===== config.mk =====
export PLATFORM = sky130hd
export DESIGN_NAME = complete_queue
export DESIGN_NICKNAME = d
export VERILOG_FILES = /design/src/rtl/sys_defs_pkg.sv /design/src/rtl/complete_queue_compact.sv /design/src/rtl/complete_queue.sv
export SDC_FILE = /design/constraint.sdc
export NUM_CORES = 1
export LEC_CHECK = 0
export CORE_ASPECT_RATIO = 1.25
export CORE_MARGIN = 5
export CORE_UTILIZATION = 45
export CTS_BUF_LIST = sky130_fd_sc_hd__clkbuf_16
export DETAILED_ROUTE_END_ITERATION = 6
export PLACE_DENSITY = 0.73
export RECOVER_POWER = 100
export SYNTH_ARGS = -nofsm -noshare
export SYNTH_HDL_FRONTEND = slang
export SYNTH_SLANG_ARGS = --single-unit
export TNS_END_PERCENT = 50

===== constraint.sdc =====
create_clock -name clock -period 8.4 [get_ports clock]
set_input_delay 1.68 -clock clock [delete_from_list [all_inputs] [get_ports clock]]
set_output_delay 1.68 -clock clock [all_outputs]
set_load 0.005 [all_outputs]

===== src/rtl/sys_defs_pkg.sv =====
// Shared pipeline definitions: superscalar width, EX/MEM and CDB packet layouts.
`ifndef WAYS
`define WAYS 3
`endif

package sys_defs;
  localparam int XLEN         = 32;
  localparam int REG_IDX_W    = 5;
  localparam int ROB_IDX_W    = 5;
  localparam int SYS_WAYS     = `WAYS;
  localparam int CQ_DEPTH_DEF = 8;

  typedef struct packed {
    logic                 valid;
    logic [XLEN-1:0]      alu_result;
    logic [REG_IDX_W-1:0] dest_reg_idx;
    logic [ROB_IDX_W-1:0] rob_idx;
  } EX_MEM_PACKET;

  typedef struct packed {
    logic                 valid;
    logic [ROB_IDX_W-1:0] rob_idx;
    logic [REG_IDX_W-1:0] dest_reg_idx;
    logic [XLEN-1:0]      value;
  } CDB_PACKET;

  typedef struct packed {
    logic [ROB_IDX_W-1:0] rob_idx;
    logic [REG_IDX_W-1:0] dest_reg_idx;
    logic [XLEN-1:0]      value;
  } CQ_ENTRY;
endpackage


===== src/rtl/complete_queue_compact.sv =====
// Valid-way compaction: each way's slot offset is the number of valid ways below it.
module cq_compact #(
  parameter int WAYS  = 3,
  parameter int SUM_W = $clog2(WAYS + 1)
) (
  input  logic [WAYS-1:0]            valid_i,
  output logic [WAYS-1:0][SUM_W-1:0] offset_o,
  output logic [SUM_W-1:0]           n_in_o
);

  logic [SUM_W-1:0] run_sum;

  always_comb begin
    run_sum  = '0;
    offset_o = '0;
    for (int i = 0; i < WAYS; i++) begin
      offset_o[i] = run_sum;
      run_sum     = run_sum + SUM_W'(valid_i[i]);
    end
    n_in_o = run_sum;
  end

endmodule


===== src/rtl/complete_queue.sv =====
// Completion queue between EX and the CDB: compacts up to WAYS results per cycle
// into a circular buffer and broadcasts up to WAYS per cycle in FIFO order.
module complete_queue
  import sys_defs::*;
#(
  parameter int WAYS     = SYS_WAYS,
  parameter int CQ_DEPTH = CQ_DEPTH_DEF
) (
  input  logic                              clock,
  input  logic                              reset,
  input  EX_MEM_PACKET [WAYS-1:0]           ex_packet_in,
  input  logic                              squash,
  input  logic                              cdb_stall,
  output CDB_PACKET    [WAYS-1:0]           cdb_packet_out,
  output logic                              ex_stall,
  output logic [$clog2(CQ_DEPTH+1)-1:0]     cq_count
);

  localparam int PTR_W = $clog2(CQ_DEPTH);
  localparam int CNT_W = $clog2(CQ_DEPTH + 1);
  localparam int NIN_W = $clog2(WAYS + 1);

  CQ_ENTRY                    mem_q [CQ_DEPTH];
  logic [PTR_W-1:0]           head_q, head_d, tail_q, tail_d;
  logic [CNT_W-1:0]           count_q, count_d, free_slots, n_out;
  logic [WAYS-1:0]            in_valid;
  logic [WAYS-1:0][NIN_W-1:0] slot_off;
  logic [NIN_W-1:0]           n_in;
  logic                       enq_en, deq_en;

  always_comb begin
    in_valid = '0;
    for (int i = 0; i < WAYS; i++) in_valid[i] = ex_packet_in[i].valid;
  end

  cq_compact #(.WAYS(WAYS), .SUM_W(NIN_W)) u_compact (
    .valid_i  (in_valid),
    .offset_o (slot_off),
    .n_in_o   (n_in)
  );

  // Stall depends only on registered occupancy, so a full group always fits.
  assign free_slots = CNT_W'(CQ_DEPTH) - count_q;
  assign ex_stall   = free_slots < CNT_W'(WAYS);
  assign enq_en     = !ex_stall && !squash;
  assign deq_en     = !cdb_stall && !squash;
  assign n_out      = !deq_en ? '0 :
                      (count_q < CNT_W'(WAYS)) ? count_q : CNT_W'(WAYS);
  assign cq_count   = count_q;

  always_comb begin
    head_d  = head_q + PTR_W'(n_out);
    tail_d  = tail_q;
    count_d = count_q - n_out;
    if (enq_en) begin
      tail_d  = tail_q + PTR_W'(n_in);
      count_d = count_d + CNT_W'(n_in);
    end
    if (squash) begin
      head_d  = '0;
      tail_d  = '0;
      count_d = '0;
    end
  end

  always_ff @(posedge clock or negedge reset) begin
    if (!reset) begin
      head_q  <= '0;
      tail_q  <= '0;
      count_q <= '0;
    end else begin
      head_q  <= head_d;
      tail_q  <= tail_d;
      count_q <= count_d;
    end
  end

  always_ff @(posedge clock) begin
    if (enq_en) begin
      for (int i = 0; i < WAYS; i++) begin
        if (in_valid[i]) begin
          mem_q[tail_q + PTR_W'(slot_off[i])] <= '{
            rob_idx:      ex_packet_in[i].rob_idx,
            dest_reg_idx: ex_packet_in[i].dest_reg_idx,
            value:        ex_packet_in[i].alu_result
          };
        end
      end
    end
  end

  // Storage is never reset, so invalid lanes are forced to all-zero.
  always_comb begin
    cdb_packet_out = '0;
    for (int k = 0; k < WAYS; k++) begin
      if (deq_en && (CNT_W'(k) < count_q)) begin
        cdb_packet_out[k].valid        = 1'b1;
        cdb_packet_out[k].rob_idx      = mem_q[head_q + PTR_W'(k)].rob_idx;
        cdb_packet_out[k].dest_reg_idx = mem_q[head_q + PTR_W'(k)].dest_reg_idx;
        cdb_packet_out[k].value        = mem_q[head_q + PTR_W'(k)].value;
      end
    end
  end

endmodule

==> run summary <==
Unrepaired setup endpoints after global routing = false
Critical path startpoint category = input port
Initial antenna violation count = 13
Count of cells along the worst hold path = 2
Detailed-routing iteration count for the pre-antenna-repair pass = 5
Clock period minus final worst setup slack = 7.36 ns
Num rows = 100
IO Count = 267
Register bit count reported by yosys = 346
Sequential fraction of the synthesis area = 38.2%
Violated checks = max-capacitance violations, max-slew violations
Setup repair bufs after CTS = 0
Area overhead of the layout relative to synthesis = 16.0%
Switch share = 35.1%
Bufs on Longest Clock Path = 3
Number of clock buffers inserted by TritonCTS = 41
Leakage power = 10.4 nW
FILL cells = 4882
Register-to-register setup slack = 1.77 ns
Clock network latency to the later pin of the worst-skew pair = 0.54 ns
Power density over the cells = 244 nW/um2
Kind of path behind the tightest hold check = register to register
Count of yosys warnings during synthesis = 0
Outcome = finished with violations
Final Setup Violations = 0
R2r startpoint = cq_count[1]$_DFF_PN0_
Most instantiated flip-flop cell in the synthesis netlist = edfxtp_1
Placeable core region = 59600 um2
Post-layout utilization of the core = 52.7%
Clock tree from TritonCTS = yes
Number of hold buffers added after CTS = 0
Maximum vdd ir drop = 0.000197 V
Syn Nets = 1998
Maximum clock skew at final layout = 0.0115 ns
Design Area, Final = 31400 um2
Die boundary height = 284 um
Sequential power share = 34.9%
Peak Freq = 0.136 GHz
Largest area contributor in the synthesized netlist = edfxtp_1
Post-synthesis instance area = 27100 um2
Post-DR wirelength/cell = 30.7 um
Vias in the first global route = 20000
Cell Int Power = 0.00498 W
Slew at the pin closest to its max-slew limit = 3.57 ns
Overall power after layout = 0.00767 W
Pin count of the biggest net entering global routing = 70
Resized Gates After CTS = 0
Routability congestion estimate from global placement = 0.850
Synthesized area divided by synthesized cell count = 14.7 um2
Max-slew violations = 272
Normalized max-slew margin = -140%
H-tree depth = 2
Worst reg-to-reg path cell count = 5
Count of buffers inserted at the top-level ports = 266
Library cell used as clock root buffer = clkbuf_16
Summed negative setup slack over all endpoints = 0 ns
Highest net fanout along the worst path = 19
Chip width = 229 um
Category of the critical setup timing path = input port to output port
First-pass GRT wire length = 131 mm
DR vias = 18600
Die Outline Area = 65200 um2
CP arrival = 5.68 ns
Number of instances in the synthesized netlist = 1847
Top cell type's share of synthesized area = 37.3%
DRC violations left = 0
Share of flip-flops with an asynchronous set or reset after synthesis = 2.89%
Leading post-synthesis cells by cell area = edfxtp_1 37%, mux4_2 20%, mux2_2 20%, mux2_1 8.4%, mux2i_1 3.4%
Required time worst endpoint = 6.72 ns
Count of flip-flops with a built-in enable after synthesis = 336
Clock Power Share = 21.5%
Vias per inst = 6.57
Number of sinks handled by clock tree synthesis = 346
Switching power of the nets = 0.00269 W
Clock transition at the registers of the reported paths = 0.06 ns
Cell area reported after detailed placement = 30300 um2
Starting density of the core = 45.5%
Capture endpoint of the worst hold path = tail_q[0]$_DFFE_PN0P_
Total gr overflow = 0
Half-perimeter wire length of the detailed placement result = 55.7 mm
Part of the power in combinational logic = 43.6%
Max-cap violations = 11
End of the worst register-to-register path = mem_q[2][18]$_DFFE_PP_
Number of antenna-violating nets in the routed design = 0
Final net count = 2186
Final hold violations = 0
Final cycle utilization of the critical path = 87.6%
Share of final-layout standard cells stronger than drive strength 1 = 39.8%
Hold Startpoint = tail_q[0]$_DFFE_PN0P_
Total track usage = 26.2%
Setup crit end kind = output port
Unique masters post-synth = 48
Total routed wirelength = 87.1 mm
Detailed router's first-iteration violation count = 1728
power groups by stage:
| stage | Sequential, W | Clock (W) | Combinational, W |
|---|---|---|---|
| 3_3_place_gp | 0.00266 | 0 | 0.00338 |
| 4_1_cts | 0.00265 | 0.00167 | 0.00344 |
| 3_5_place_dp | 0.00268 | 0 | 0.00343 |
| 5_1_grt | 0.00271 | 0.00174 | 0.00357 |
| 6_report | 0.00268 | 0.00165 | 0.00334 |
| 2_1_floorplan | 0.00257 | 0 | 0.00240 |
metal layers:
metal	vias to the layer above	global-route usage, %	routed length [um]
met5	-	0	34
met4	6	11.3	3950
met3	224	5.19	6790
met2	943	44.9	43700
met1	9633	32.2	32600
li1	7836	-	-
critical path, cell delays in order:
cell           delay [ns]
dlygate4sd3_1        0.80
nor2_1               0.35
o21ai_0              1.25
a21oi_1              0.93
dlygate4sd3_1        0.66
layout by cell type (no fill, tap or decap), drive strengths merged, types with 6 or more instances in the layout:
cell type	n
inv	29
clkdlybuf4s50	141
mux2i	92
clkbuf	58
buf	20
dlygate4sd3	125
diode	10
ha	12
mux4	240
nand4	9
nand2	92
edfxtp	336
nor2	89
mux2	677
clkinv	13
fa	6
o311ai	8
nand3	12
a21oi	48
dfrtp	10
cells in the mapped netlist (3+ instances only):
library cell  count
nand3_1           4
nand4_4           5
buf_4            11
nor2b_1           4
mux2_2          476
inv_1            16
ha_1             12
fa_1              6
nand3_2           5
xor2_1            4
buf_6            13
mux2i_1          92
buf_1             7
edfxtp_1        336
o311ai_0          8
mux2_1          201
a211oi_1          3
nand2_1          92
nand4_2           3
nor2_1           88
buf_2            86
mux4_2          240
dfrtp_1          10
nand3b_1          3
a21oi_1          48
xnor2_1           4
clkbuf_1         41
nand3_4           3
or2_2             4
logic make-up (layout without fill, tap and decap cells):
family / count (synthesis) / after routing / synth area share, %
adders and majority gates: 18 / 18 / 0.998
other: 1 / 11 / 0.0138
muxes: 1009 / 1009 / 51.5
DFF: 346 / 346 / 38.2
buffers and inverters: 174 / 389 / 3.32
AOI/OAI and AO/OA: 63 / 63 / 1.32
and+or+nand+nor: 226 / 226 / 4.25
xor gates and xnor gates: 10 / 10 / 0.420
how the worst max path moves through the flow:
stage | endpoint | startpoint
6_report | cdb_packet_out[39] | squash
5_1_grt | cdb_packet_out[16] | squash
4_1_cts | cdb_packet_out[100] | squash
3_5_place_dp | cdb_packet_out[100] | squash
3_3_place_gp | cdb_packet_out[112] | squash
2_1_floorplan | mem_q[0][0]$_DFFE_PP_ | squash
area by class of cell:
cell class / instances / area, um2 / area share, %
clock inverter: 29 / 170 / 0.542
antenna: 10 / 25.0 / 0.0797
inverter: 16 / 60.1 / 0.191
tap: 765 / 957 / 3.05
sequential: 346 / 10400 / 33.0
clock buffer: 41 / 1030 / 3.27
timing repair buffer: 303 / 2880 / 9.17
multi-input combinational: 1327 / 15900 / 50.8
flip-flops by register name (all words and copies together) (netlist names):
name      flops
mem_q       336
head_q        3
cq_count      4
tail_q        3
through the flow:
| step | hold WS, ns | cells | worst slack (ns) |
|---|---|---|---|
| after CTS | 0.668 | 2827 | 2.00 |
| after detailed placement | 0.659 | 2757 | 1.98 |
| after global placement | 0.630 | 2757 | 2.07 |
| after floorplan | 0.587 | 1847 | 0.797 |
| final | 0.668 | 2837 | 1.04 |
| after global routing | 0.713 | 2834 | 0.947 |
Power figures use the tool's default switching activity.
==> variant (same settings) <==
The package constant `ROB_IDX_W` goes from 5 to 3.
--- a/src/rtl/sys_defs_pkg.sv
+++ b/src/rtl/sys_defs_pkg.sv
@@ -6,7 +6,7 @@
 package sys_defs;
   localparam int XLEN         = 32;
   localparam int REG_IDX_W    = 5;
-  localparam int ROB_IDX_W    = 5;
+  localparam int ROB_IDX_W    = 3;
   localparam int SYS_WAYS     = `WAYS;
   localparam int CQ_DEPTH_DEF = 8;
 
Interface: changed (resized cdb_packet_out and ex_packet_in); port bits go from 267 to 255. No check against the original RTL was run, so the function may have changed too.
==> variant against the unedited design <==
The flow still finishes with violations (max-capacitance violations, max-slew violations); count of clock-buffer cells in the layout fell by 4; worst hold slack lost 0.0098 ns; critical path depth increased by 4; non-clock buffer count shrank 6; sequential cell count shrank 16; synthesized area down 4.7%; worst setup slack better by 0.057 ns; via count fell by 3.7%; core utilization shrank 0.058 points; total power fell by 3.3%; clock skew grew 0.0053 ns; final area fell by 4.4%; wire length is 2.9% lower; critical endpoint is now mem_q[2][26]$_DFFE_PP_.
==> variant: results <==
metrics = {
    "yosys": {
        "synth-compound-area-share": 0.01319,
        "synth_area_leaders": "edfxtp_1, mux2_2, mux4_2",
        "ys_types": 51,
        "synthAdderAreaFrac": 0.01048,
        "avgSynthCellArea_um2": 14.60,
        "yosysSeqAreaShare": 0.3822,
    },
    "placement": {
        "placed_area_um2": 28970,
        "io_buffers": 254,
        "dpl.cell_count": 2662,
    },
    "final_layout": {
        "drive_above_1_share": 0.4464,
        "largest_reg_flops": 320,
        "syn2layout_area_growth_pct": 16.42,
        "final_nets": 2095,
        "n_fill_cell": 4665,
    },
    "global_route": {
        "grt_max_degree": 63,
        "grtUsageMet1": 0.3281,
        "track_usage": 0.2634,
        "grt_pass1_wl_um": 123600,
    },
    "critical_path": {
        "worst-path-max-fanout": 41,
        "cp.arrival_ns": 7.46,
        "worst-r2r-setup-slack_ns": 2.34,
    },
    "clock_network": {
        "cts_buffers": 36,
    },
    "detailed_routing": {
        "wl_met2_um": 42140,
        "wl_met3_um": 7434,
        "drt_iter0_drc": 1782,
        "met1_length_um": 31300,
    },
    "run_status": {
        "status": "complete, but fails checks",
        "violations": "max-capacitance violations, max-slew violations",
    },
    "pwr": {
        "p_leak_nw": 10.05,
        "irDropWorstVdd_v": 0.0001535,
    },
    "flow_run": {
        "timing.max_cap.violations": 8,
    },
    "sta": {
        "slew_viol_final": 320,
        "tightest_slew_ns": 3.926,
    },
}
## variant: cell count changes after synthesis, sizes merged, moves of 3 or more
cell    delta
o211ai     +6
o311ai     -6
nand4      +4
mux2      -32
edfxtp    -16
mux4      -12
clkbuf     -6
nand3      -8
nor2       -3
mux2i      -4
## variant: power groups by stage
stage / combinational [mW] / sequential, mW / clock [mW]
6_report: 3.30 / 2.54 / 1.57
5_1_grt: 3.50 / 2.57 / 1.64
4_1_cts: 3.35 / 2.53 / 1.59
3_5_place_dp: 3.34 / 2.56 / 0
3_3_place_gp: 3.29 / 2.54 / 0
2_1_floorplan: 2.31 / 2.44 / 0
## variant: final cells by class
cell class | instances | area share
Antenna cell | 11 | 0.0009164
Clock buffer | 37 | 0.03083
Clock inverter | 27 | 0.006540
Inverter | 14 | 0.001750
Multi-Input combinational cell | 1271 | 0.5058
Sequential cell | 330 | 0.3286
Tap cell | 750 | 0.03124
Timing Repair Buffer | 297 | 0.09431
## variant: worst max-delay path by stage
stage | to | slack, ns | cells past startpoint | start
2_1_floorplan | mem_q[4][0]$_DFFE_PP_ | 1.15 | 3 | squash
3_3_place_gp | cdb_packet_out[99] | 2.29 | 8 | squash
3_5_place_dp | cdb_packet_out[115] | 2.20 | 8 | squash
4_1_cts | cdb_packet_out[119] | 2.17 | 6 | head_q[0]$_DFF_PN0_
5_1_grt | mem_q[5][23]$_DFFE_PP_ | 0.98 | 9 | ex_packet_in[81]
6_report | mem_q[2][26]$_DFFE_PP_ | 1.10 | 9 | ex_packet_in[81]
## variant: worst max-delay path: stages
cell and delay (ns):
dlygate4sd3_1 0.69, ha_1 0.29, ha_1 0.20, fa_1 0.45
xor2_1 0.19, nor2_1 0.24, nand3_1 2.20, o211ai_1 0.91
buf_4 0.58
